===== src/rtl/edc_pkg.sv =====
// rtl/edc_pkg.sv - shared defaults and state encoding for the edc delay fifo
package edc_pkg;

    localparam int EDC_WIDTH  = 16;
    localparam int EDC_STAGES = 17;

    typedef enum logic [1:0] {
        FILL   = 2'd0,
        STEADY = 2'd1,
        DRAIN  = 2'd2
    } edc_state_t;

endpackage


===== src/rtl/edc_regfile.sv =====
// rtl/edc_regfile.sv - unreset register array, one sync write port, one async read port
module edc_regfile #(
    parameter int DW    = 16,
    parameter int DEPTH = 17,
    parameter int AW    = 5
) (
    input  logic          clk,
    input  logic          we,
    input  logic [AW-1:0] waddr,
    input  logic [DW-1:0] wdata,
    input  logic [AW-1:0] raddr,
    output logic [DW-1:0] rdata
);

    logic [DW-1:0] mem [DEPTH];

    always_ff @(posedge clk) begin
        if (we) begin
            mem[waddr] <= wdata;
        end
    end

    assign rdata = mem[raddr];

endmodule


===== src/rtl/edc_delay_fifo.sv =====
// rtl/edc_delay_fifo.sv - fixed-latency delay fifo with flush drain
// optional per-word even parity when EDC_DELAY_PARITY_EN is defined
module edc_delay_fifo
    import edc_pkg::*;
#(
    parameter int WIDTH  = EDC_WIDTH,
    parameter int STAGES = EDC_STAGES
) (
    input  logic                         clk,
    input  logic                         rst,
    input  logic [WIDTH-1:0]             d_in,
    input  logic                         in_valid,
    output logic                         in_ready,
    input  logic                         flush,
    output logic [WIDTH-1:0]             d_out,
    output logic                         out_valid,
    input  logic                         out_ready,
    output logic [$clog2(STAGES+1)-1:0]  count
`ifdef EDC_DELAY_PARITY_EN
    ,
    output logic                         par_err,
    output logic                         par_err_sticky
`endif
);

    localparam int CW = $clog2(STAGES + 1);
    localparam int PW = (STAGES > 1) ? $clog2(STAGES) : 1;
`ifdef EDC_DELAY_PARITY_EN
    localparam int DW = WIDTH + 1;
`else
    localparam int DW = WIDTH;
`endif

    edc_state_t    state;
    logic [PW-1:0] wr_ptr;
    logic [PW-1:0] rd_ptr;
    logic [CW-1:0] count_nxt;
    logic          push;
    logic          pop;
    logic [DW-1:0] wr_word;
    logic [DW-1:0] rd_word;

    function automatic logic [PW-1:0] ptr_inc(input logic [PW-1:0] p);
        return (p == PW'(STAGES - 1)) ? '0 : p + 1'b1;
    endfunction

    assign out_valid = (state == STEADY) || ((state == DRAIN) && (count != '0));
    assign in_ready  = (state != DRAIN) &&
                       ((count < CW'(STAGES)) || (out_valid && out_ready));
    assign push      = in_valid && in_ready;
    assign pop       = out_valid && out_ready;

    always_comb begin
        count_nxt = count;
        if (push && !pop) begin
            count_nxt = count + 1'b1;
        end else if (pop && !push) begin
            count_nxt = count - 1'b1;
        end
    end

`ifdef EDC_DELAY_PARITY_EN
    assign wr_word = {^d_in, d_in};
    assign d_out   = rd_word[WIDTH-1:0];
    assign par_err = out_valid && ((^rd_word[WIDTH-1:0]) != rd_word[WIDTH]);
`else
    assign wr_word = d_in;
    assign d_out   = rd_word;
`endif

    // Flush is evaluated against the post-push count so a word accepted in the
    // flush cycle is drained along with the rest.
    always_ff @(posedge clk) begin
        if (rst) begin
            wr_ptr <= '0;
            rd_ptr <= '0;
            count  <= '0;
            state  <= FILL;
`ifdef EDC_DELAY_PARITY_EN
            par_err_sticky <= 1'b0;
`endif
        end else begin
            if (push) begin
                wr_ptr <= ptr_inc(wr_ptr);
            end
            if (pop) begin
                rd_ptr <= ptr_inc(rd_ptr);
            end
            count <= count_nxt;
`ifdef EDC_DELAY_PARITY_EN
            if (pop && par_err) begin
                par_err_sticky <= 1'b1;
            end
`endif
            case (state)
                FILL: begin
                    if (flush && (count_nxt != '0)) begin
                        state <= DRAIN;
                    end else if (count_nxt == CW'(STAGES)) begin
                        state <= STEADY;
                    end
                end
                STEADY: begin
                    if (flush && (count_nxt != '0)) begin
                        state <= DRAIN;
                    end else if (count_nxt != CW'(STAGES)) begin
                        state <= FILL;
                    end
                end
                DRAIN: begin
                    if (pop && (count == CW'(1))) begin
                        state <= FILL;
                    end
                end
                default: state <= FILL;
            endcase
        end
    end

    edc_regfile #(
        .DW    (DW),
        .DEPTH (STAGES),
        .AW    (PW)
    ) u_rf (
        .clk   (clk),
        .we    (push),
        .waddr (wr_ptr),
        .wdata (wr_word),
        .raddr (rd_ptr),
        .rdata (rd_word)
    );

endmodule


===== config.mk =====
export PLATFORM = sky130hd
export DESIGN_NAME = edc_delay_fifo
export DESIGN_NICKNAME = d
export VERILOG_FILES = /design/src/rtl/edc_pkg.sv /design/src/rtl/edc_regfile.sv /design/src/rtl/edc_delay_fifo.sv
export SDC_FILE = /design/constraint.sdc
export NUM_CORES = 1
export LEC_CHECK = 0
export ABC_AREA = 0
export CELL_PAD_IN_SITES_DETAIL_PLACEMENT = 1
export CELL_PAD_IN_SITES_GLOBAL_PLACEMENT = 1
export CORE_ASPECT_RATIO = 0.6
export CORE_UTILIZATION = 32
export DETAILED_ROUTE_END_ITERATION = 16
export PLACE_DENSITY_LB_ADDON = 0.1
export SLEW_MARGIN = 20
export SYNTH_ARGS = -nofsm -noshare
export SYNTH_HDL_FRONTEND = slang
export SYNTH_SLANG_ARGS = --single-unit

===== constraint.sdc =====
create_clock -name clk -period 3.1 [get_ports clk]
set_input_delay 0.93 -clock clk [delete_from_list [all_inputs] [get_ports clk]]
set_output_delay 0.93 -clock clk [all_outputs]
set_load 0.05 [all_outputs]

==> impl_metrics.csv, run 1 <==
group,metric,value,unit
outcome,outcome,"finished with violations",
outcome,failed_checks,"setup timing",
power,powerDensity,634,nW/um^2
critical_path,r2r_setup_slack,0.46,ns
logic_synthesis,synth_top_flop_cell,"edfxtp_1",
logic_synthesis,netlist_top_cells_area,"edfxtp_1 70%, mux4_2 14%, dfxtp_1 3.8%, mux4_1 1.8%, mux2_2 1.5%",
die,dieArea,37400,sq um
timing,drv_slew,0,
logic_synthesis,syn_inst,563,
critical_path,crit_path_max_fanout,7,
layout,nFillCells,3376,
logic_synthesis,synth_compound_area_share,1.76,%
layout,area_delta_synth_final,22.9,%
clock_tree,cts_sinks,294,
logic_synthesis,synth_top_family_by_area,"multiplexers",
power,ir_drop,0.415,mV
global_route,grt_max_degree,30,
place,gp_congestion,0.778,
routing,via_per_inst,5.09,
global_route,grt_overflow_total,0,
timing,fin_skew,0.0122,ns
timing,fmax,274,MHz
routing,dr.pass1.iters,4,
global_route,grt_pass1_wl,44300,um
place,dp_hpwl,18500,um
layout,drive_gt1_share,36.0,%
logic_synthesis,muxShareOfSynthArea,17.3,%
logic_synthesis,ys_seq_area_share,73.4,%
logic_synthesis,ys_types,54,
global_route,grt_pass1_vias,6360,
global_route,antenna_found_initial,0,
routing,routed_wl,30300,um
critical_path,setup.worst_path.start_class,"flip-flop",
place,io_buffers,43,
worst_hold_path,min-delay-start,"rd_ptr[4]$_SDFFE_PP0N_",
die,rows,53,
timing,setup_ws,-0.552,ns
flow_run,maxCapViolations,0,
logic_synthesis,synth-adder-area-share,1.07,%
routing,drc,0,
critical_path,cp.arrival,2.72,ns
critical_path,endpoint_kind,"output pin",
logic_synthesis,yosys.area_share.simple,4.11,%
timing,max_slew_margin,58.6,%
routing,vias,5908,
timing,finalSetupViolations,16,
clock_tree,clk_latency,0.56,ns
logic_synthesis,synthTopCellsByCount,"272 x edfxtp_1, 72 x mux4_2, 39 x nor2_1, 22 x dfxtp_1, 16 x mux2_2",
timing,fin_crit_sh,118,%
logic_synthesis,yosys.area.top_type,"edfxtp_1",
clock_tree,htreeDepth,1,
power,power,9.13,mW
critical_path,r2r-start,"count[3]$_SDFF_PP0_",
clock_tree,clk_path_buf_depth,3,
clock_tree,cts_tree,"yes",
die,pin_count,44,
layout,diodes,0,
layout,nNetsFinal,705,
layout,utilization,40.5,%
die,die_x,249,um
clock_tree,root_buffer,"clkbuf_16",
logic_synthesis,synth_async_sr_flop_share,0,%
logic_synthesis,synth.most_common_cell,"edfxtp_1",
logic_synthesis,synth_warnings,0,
logic_synthesis,synthesis.nets,594,
timing,rsz0062_at_grt,"true",
worst_hold_path,min_path_type,"reg2reg",
logic_synthesis,syn_area,11700,sq um
routing,initialDrtViolationCount,546,
logic_synthesis,synth_area_per_cell,20.8,sq um
timing,worst_pin_slew,0.619,ns
critical_path,critPathKind,"reg2out",
timing,final.min_clock_period,3.65,ns
die,core_area,35500,sq um
logic_synthesis,ys_ff_latch,294,
global_route,grt_usage,16.5,%
timing,final_hold_viol_count,0,
routing,ant_nets,0,
clock_tree,clk_pin_slew_worst_paths,0.06,ns
logic_synthesis,netlist.area_leader.share,69.7,%
die,fp.dieH,150,um
power,p_leak,4.55,nW
clock_tree,cts_buffers,28,
logic_synthesis,synthXorXnorAreaFrac,0.598,%
timing,setup_tns,-8.20,ns
routing,routedWlPerCell,26.1,um
critical_path,required,2.17,ns
die,start_util,33.0,%
logic_synthesis,synth-edff-count,272,
[cells by family (layout without fill, tap and decap cells)]
| logic type | Yosys count | in the layout |
|---|---|---|
| xor gates and xnor gates | 8 | 8 |
| DFF | 294 | 294 |
| adders and majority gates | 10 | 10 |
| AOI/OAI and AO/OA | 27 | 27 |
| muxes | 98 | 98 |
| and+or+nand+nor | 90 | 90 |
| buffers and inverters | 36 | 167 |
[metal layers]
metal	share of wire [%]	wire, um	global-route usage [%]
met1	51	15400	25.7
met2	43	13000	24.5
met5	0	0	0
met3	5.0	1510	2.71
met4	1.3	403	2.75
[cells in the final DEF, fill, tap and decap left out, drive strengths merged, types with 2 or more instances in the layout]
master / n
o21a: 3
nor4: 3
clkbuf: 42
o22ai: 2
nor2b: 3
a21oi: 3
xor2: 6
xnor2: 2
nand2b: 3
nand4b: 2
or3b: 2
or2: 3
inv: 8
mux2i: 2
ha: 10
o21ai: 4
o211ai: 3
edfxtp: 272
nor2: 39
mux2: 16
nor3: 3
a32oi: 2
buf: 82
clkdlybuf4s50: 24
clkinv: 8
nand3b: 5
a41o: 2
nor4b: 3
mux4: 80
dfxtp: 22
nand4: 3
nand2: 15
[power breakdown]
part | leakage, nW | internal (mW) | switching, mW
Combinational | 1.49 | 0.601 | 0.722
Clock | 0.429 | 1.84 | 1.44
Sequential | 2.63 | 4.44 | 0.0781
[path summary, 6_finish.rpt]
path / end / cells after the start
hold reg to reg: rd_ptr[4]$_SDFFE_PP0N_ / 2
setup reg to reg: u_rf.mem[0][3]$_DFFE_PP_ / 8
hold / removal: rd_ptr[4]$_SDFFE_PP0N_ / 2
setup / recovery: d_out[3] / 6
[critical path: stages, from the launching register on]
cell	delay [ns]
dfxtp_4	0.37
buf_12	0.17
clkbuf_16	0.18
mux4_2	0.50
mux4_2	0.49
mux2_4	0.29
buf_6	0.15
[cell type report]
cell class	count	area [sq um]	share of cell area (%)
Timing Repair Buffer	109	1340	9.29
Clock inverter	10	87.6	0.608
Multi-Input combinational cell	233	2970	20.6
Inverter	8	30.0	0.208
Clock buffer	40	786	5.45
Tap cell	467	584	4.06
Sequential cell	294	8620	59.8
[what timing repair did]
action | in CTS | in global routing
cloned | 2 | 2
setup buffers | 3 | 2
hold buffers | 0 | 0
endpoints found under the hold margin | 0 | 0
gates resized for setup | 20 | 32
endpoints found under the setup margin | 17 | 17
[sequential cells by signal, summed over array words and instances (netlist names), named ones only]
| signal | cells |
|---|---|
| rd_ptr | 5 |
| wr_ptr | 5 |
| state | 2 |
| u_rf.mem | 272 |
| count | 5 |
[metrics by stage]
step	worst slack (ns)	hold WS (ns)	instances	cell area, sq um
global route	-0.632	0.614	1161	14400
finish	-0.552	0.581	1161	14400
global placement	-0.0737	0.545	1103	13300
floorplan	0.0650	0.504	563	11700
CTS	-0.622	0.595	1158	14300
detailed placement	-0.0573	0.582	1103	13300
Note: power is estimated with default switching activity, not from simulation.
==> inputs of run 2 (changes only) <==
GPL_TIMING_DRIVEN = 0   (was default)
SLEW_MARGIN = default   (was 20)
==> run 2 against run 1 <==
Net effect: the run still ends with setup timing left; die area unchanged; utilization is 0.27 points higher; clock power up 16%; non-clock buffer count is 14 lower; critical path depth is the same; global-route usage decreased by 0.41 points; combinational power grew 7%; power rose by 6.6%; largest cell class unchanged; highest routed layer unchanged.
==> impl_metrics.csv, run 2 (synthesis gave the netlist of run 1 again) <==
group,metric,value,unit
clock_tree,clk_pin_slew_worst_paths,0.06,ns
die,pin_count,44,
global_route,met3_usage,3.06,%
critical_path,required,2.17,ns
global_route,grt_overflow_total,0,
die,dieArea,37400,sq um
timing,fin_crit_sh,120,%
place,gp_congestion,0.893,
timing,setup_ws,-0.624,ns
timing,final.min_clock_period,3.72,ns
timing,worst_pin_slew,0.696,ns
clock_tree,clk_latency,0.55,ns
die,fp.dieH,150,um
routing,initialDrtViolationCount,432,
worst_hold_path,min_path_type,"reg2reg",
layout,final_cells,1153,
die,die_x,249,um
routing,via_per_inst,5.05,
layout,utilization,40.8,%
place,dp_hpwl,20000,um
layout,final_common_cell,"edfxtp_1",
flow_run,maxCapViolations,0,
layout,largest-register,"u_rf.mem",
layout,drive_gt1_share,34.5,%
layout,diodes,0,
critical_path,endpoint_kind,"output pin",
power,ir_drop,0.380,mV
routing,drc,0,
clock_tree,htreeDepth,1,
critical_path,critPathKind,"reg2out",
power,power,9.73,mW
layout,multiInputGateArea,2990,sq um
routing,vias,5827,
clock_tree,cts_buffers,30,
critical_path,cp.arrival,2.79,ns
layout,nNetsFinal,693,
layout,seq_area,8620,sq um
timing,drv_slew,0,
critical_path,crit_path_max_fanout,6,
outcome,failed_checks,"setup timing",
critical_path,reg2reg_depth,5,
clock_tree,cts_sinks,294,
clock_tree,root_buffer,"clkbuf_16",
layout,stdcell_area,14500,sq um
place,place_inst,1089,
critical_path,setup.worst_path.start_class,"flip-flop",
layout,final_cell_mix,"272 x edfxtp_1, 80 x mux4_2, 38 x clkbuf_16",
routing,ant_nets,0,
timing,fmax,269,MHz
timing,finalSetupViolations,16,
global_route,grt_usage,16.1,%
power,p_leak,4.55,nW
layout,largest_reg_flops,272,
timing,rsz0062_at_grt,"true",
global_route,grt_max_degree,18,
worst_hold_path,whs_path_depth,2,
timing,fin_skew,0.0108,ns
die,rows,53,
power,powerDensity,671,nW/um^2
global_route,grt.met1_usage,24.8,%
timing,final_hold_viol_count,0,
timing,max_slew_margin,53.5,%
place,io_buffers,43,
clock_tree,cts_tree,"yes",
die,core_area,35500,sq um
place,postPlaceCellArea,13100,sq um
routing,routedWlPerCell,26.1,um
global_route,antenna_found_initial,0,
clock_tree,clk_path_buf_depth,3,
global_route,grt_pass1_wl,42900,um
die,start_util,33.0,%
outcome,outcome,"finished with violations",
global_route,grt_pass1_vias,6129,
global_route,use_met2,23.9,%
global_route,busiest_layer,"met1",
layout,nFillCells,3370,
routing,routed_wl,30100,um
routing,dr.pass1.iters,4,
place,dpl_worst_slack,-1.46,ns
layout,area_delta_synth_final,23.7,%
[run 2: cell count changes in the layout (fill, tap and decap cells not counted), sizes merged]
cell and change:
clkinvlp +1, dlygate4sd2 +1, clkbuf +8, buf -28, inv -1, bufinv +5, clkinv +7, dlymetal6s2s -1
[run 2: worst paths after layout]
| path | to | start | slack, ns |
|---|---|---|---|
| setup reg to reg | u_rf.mem[15][10]$_DFFE_PP_ | count[2]$_SDFF_PP0_ | 0.25 |
| hold reg to reg | rd_ptr[4]$_SDFFE_PP0N_ | rd_ptr[4]$_SDFFE_PP0N_ | 0.58 |
| hold / removal | rd_ptr[4]$_SDFFE_PP0N_ | rd_ptr[4]$_SDFFE_PP0N_ | 0.58 |
| setup / recovery | d_out[5] | flip-flop | -0.62 |
[run 2: area by class of cell]
cell class,instances,share of cell area [%]
Buffer,24,1.90
Sequential cell,294,59.4
Clock buffer,34,5.43
Timing Repair Buffer,71,6.61
Tap cell,467,4.03
Multi-Input combinational cell,233,20.6
Inverter,8,0.233
Clock inverter,22,1.76
[run 2: through the flow]
stage	hold WS [ns]	setup TNS, ns
finish	0.576	-9.29
global route	0.609	-10.38
CTS	0.583	-9.91
detailed placement	0.558	-104.45
global placement	0.539	-357.44
floorplan	0.504	0
[run 2: where the power goes]
part           internal, mW  switching [mW]  total (mW)  leakage, nW
Sequential             4.45          0.0646        4.51         2.63
Combinational         0.624           0.783        1.41         1.40
Clock                  2.31            1.50        3.81        0.508
[run 2: critical path, cell delays in order (launching register included)]
cell,delay [ns]
dfxtp_4,0.40
buf_12,0.18
buf_16,0.16
mux4_2,0.55
mux4_2,0.49
mux2_4,0.30
buf_6,0.16
[run 2: repair_timing]
action / in CTS / in global routing
cloned: 3 / 5
endpoints found under the setup margin: 42 / 27
pin swaps: 0 / 0
resized for setup: 178 / 16
setup buffers: 3 / 2
hold buffers: 0 / 0
[run 2: metal layers]
layer | vias up | share of wire [%]
li1 | 2533 | -
met1 | 3140 | 51
met2 | 121 | 42
met3 | 33 | 5.2
met4 | 0 | 1.3
met5 | - | 0
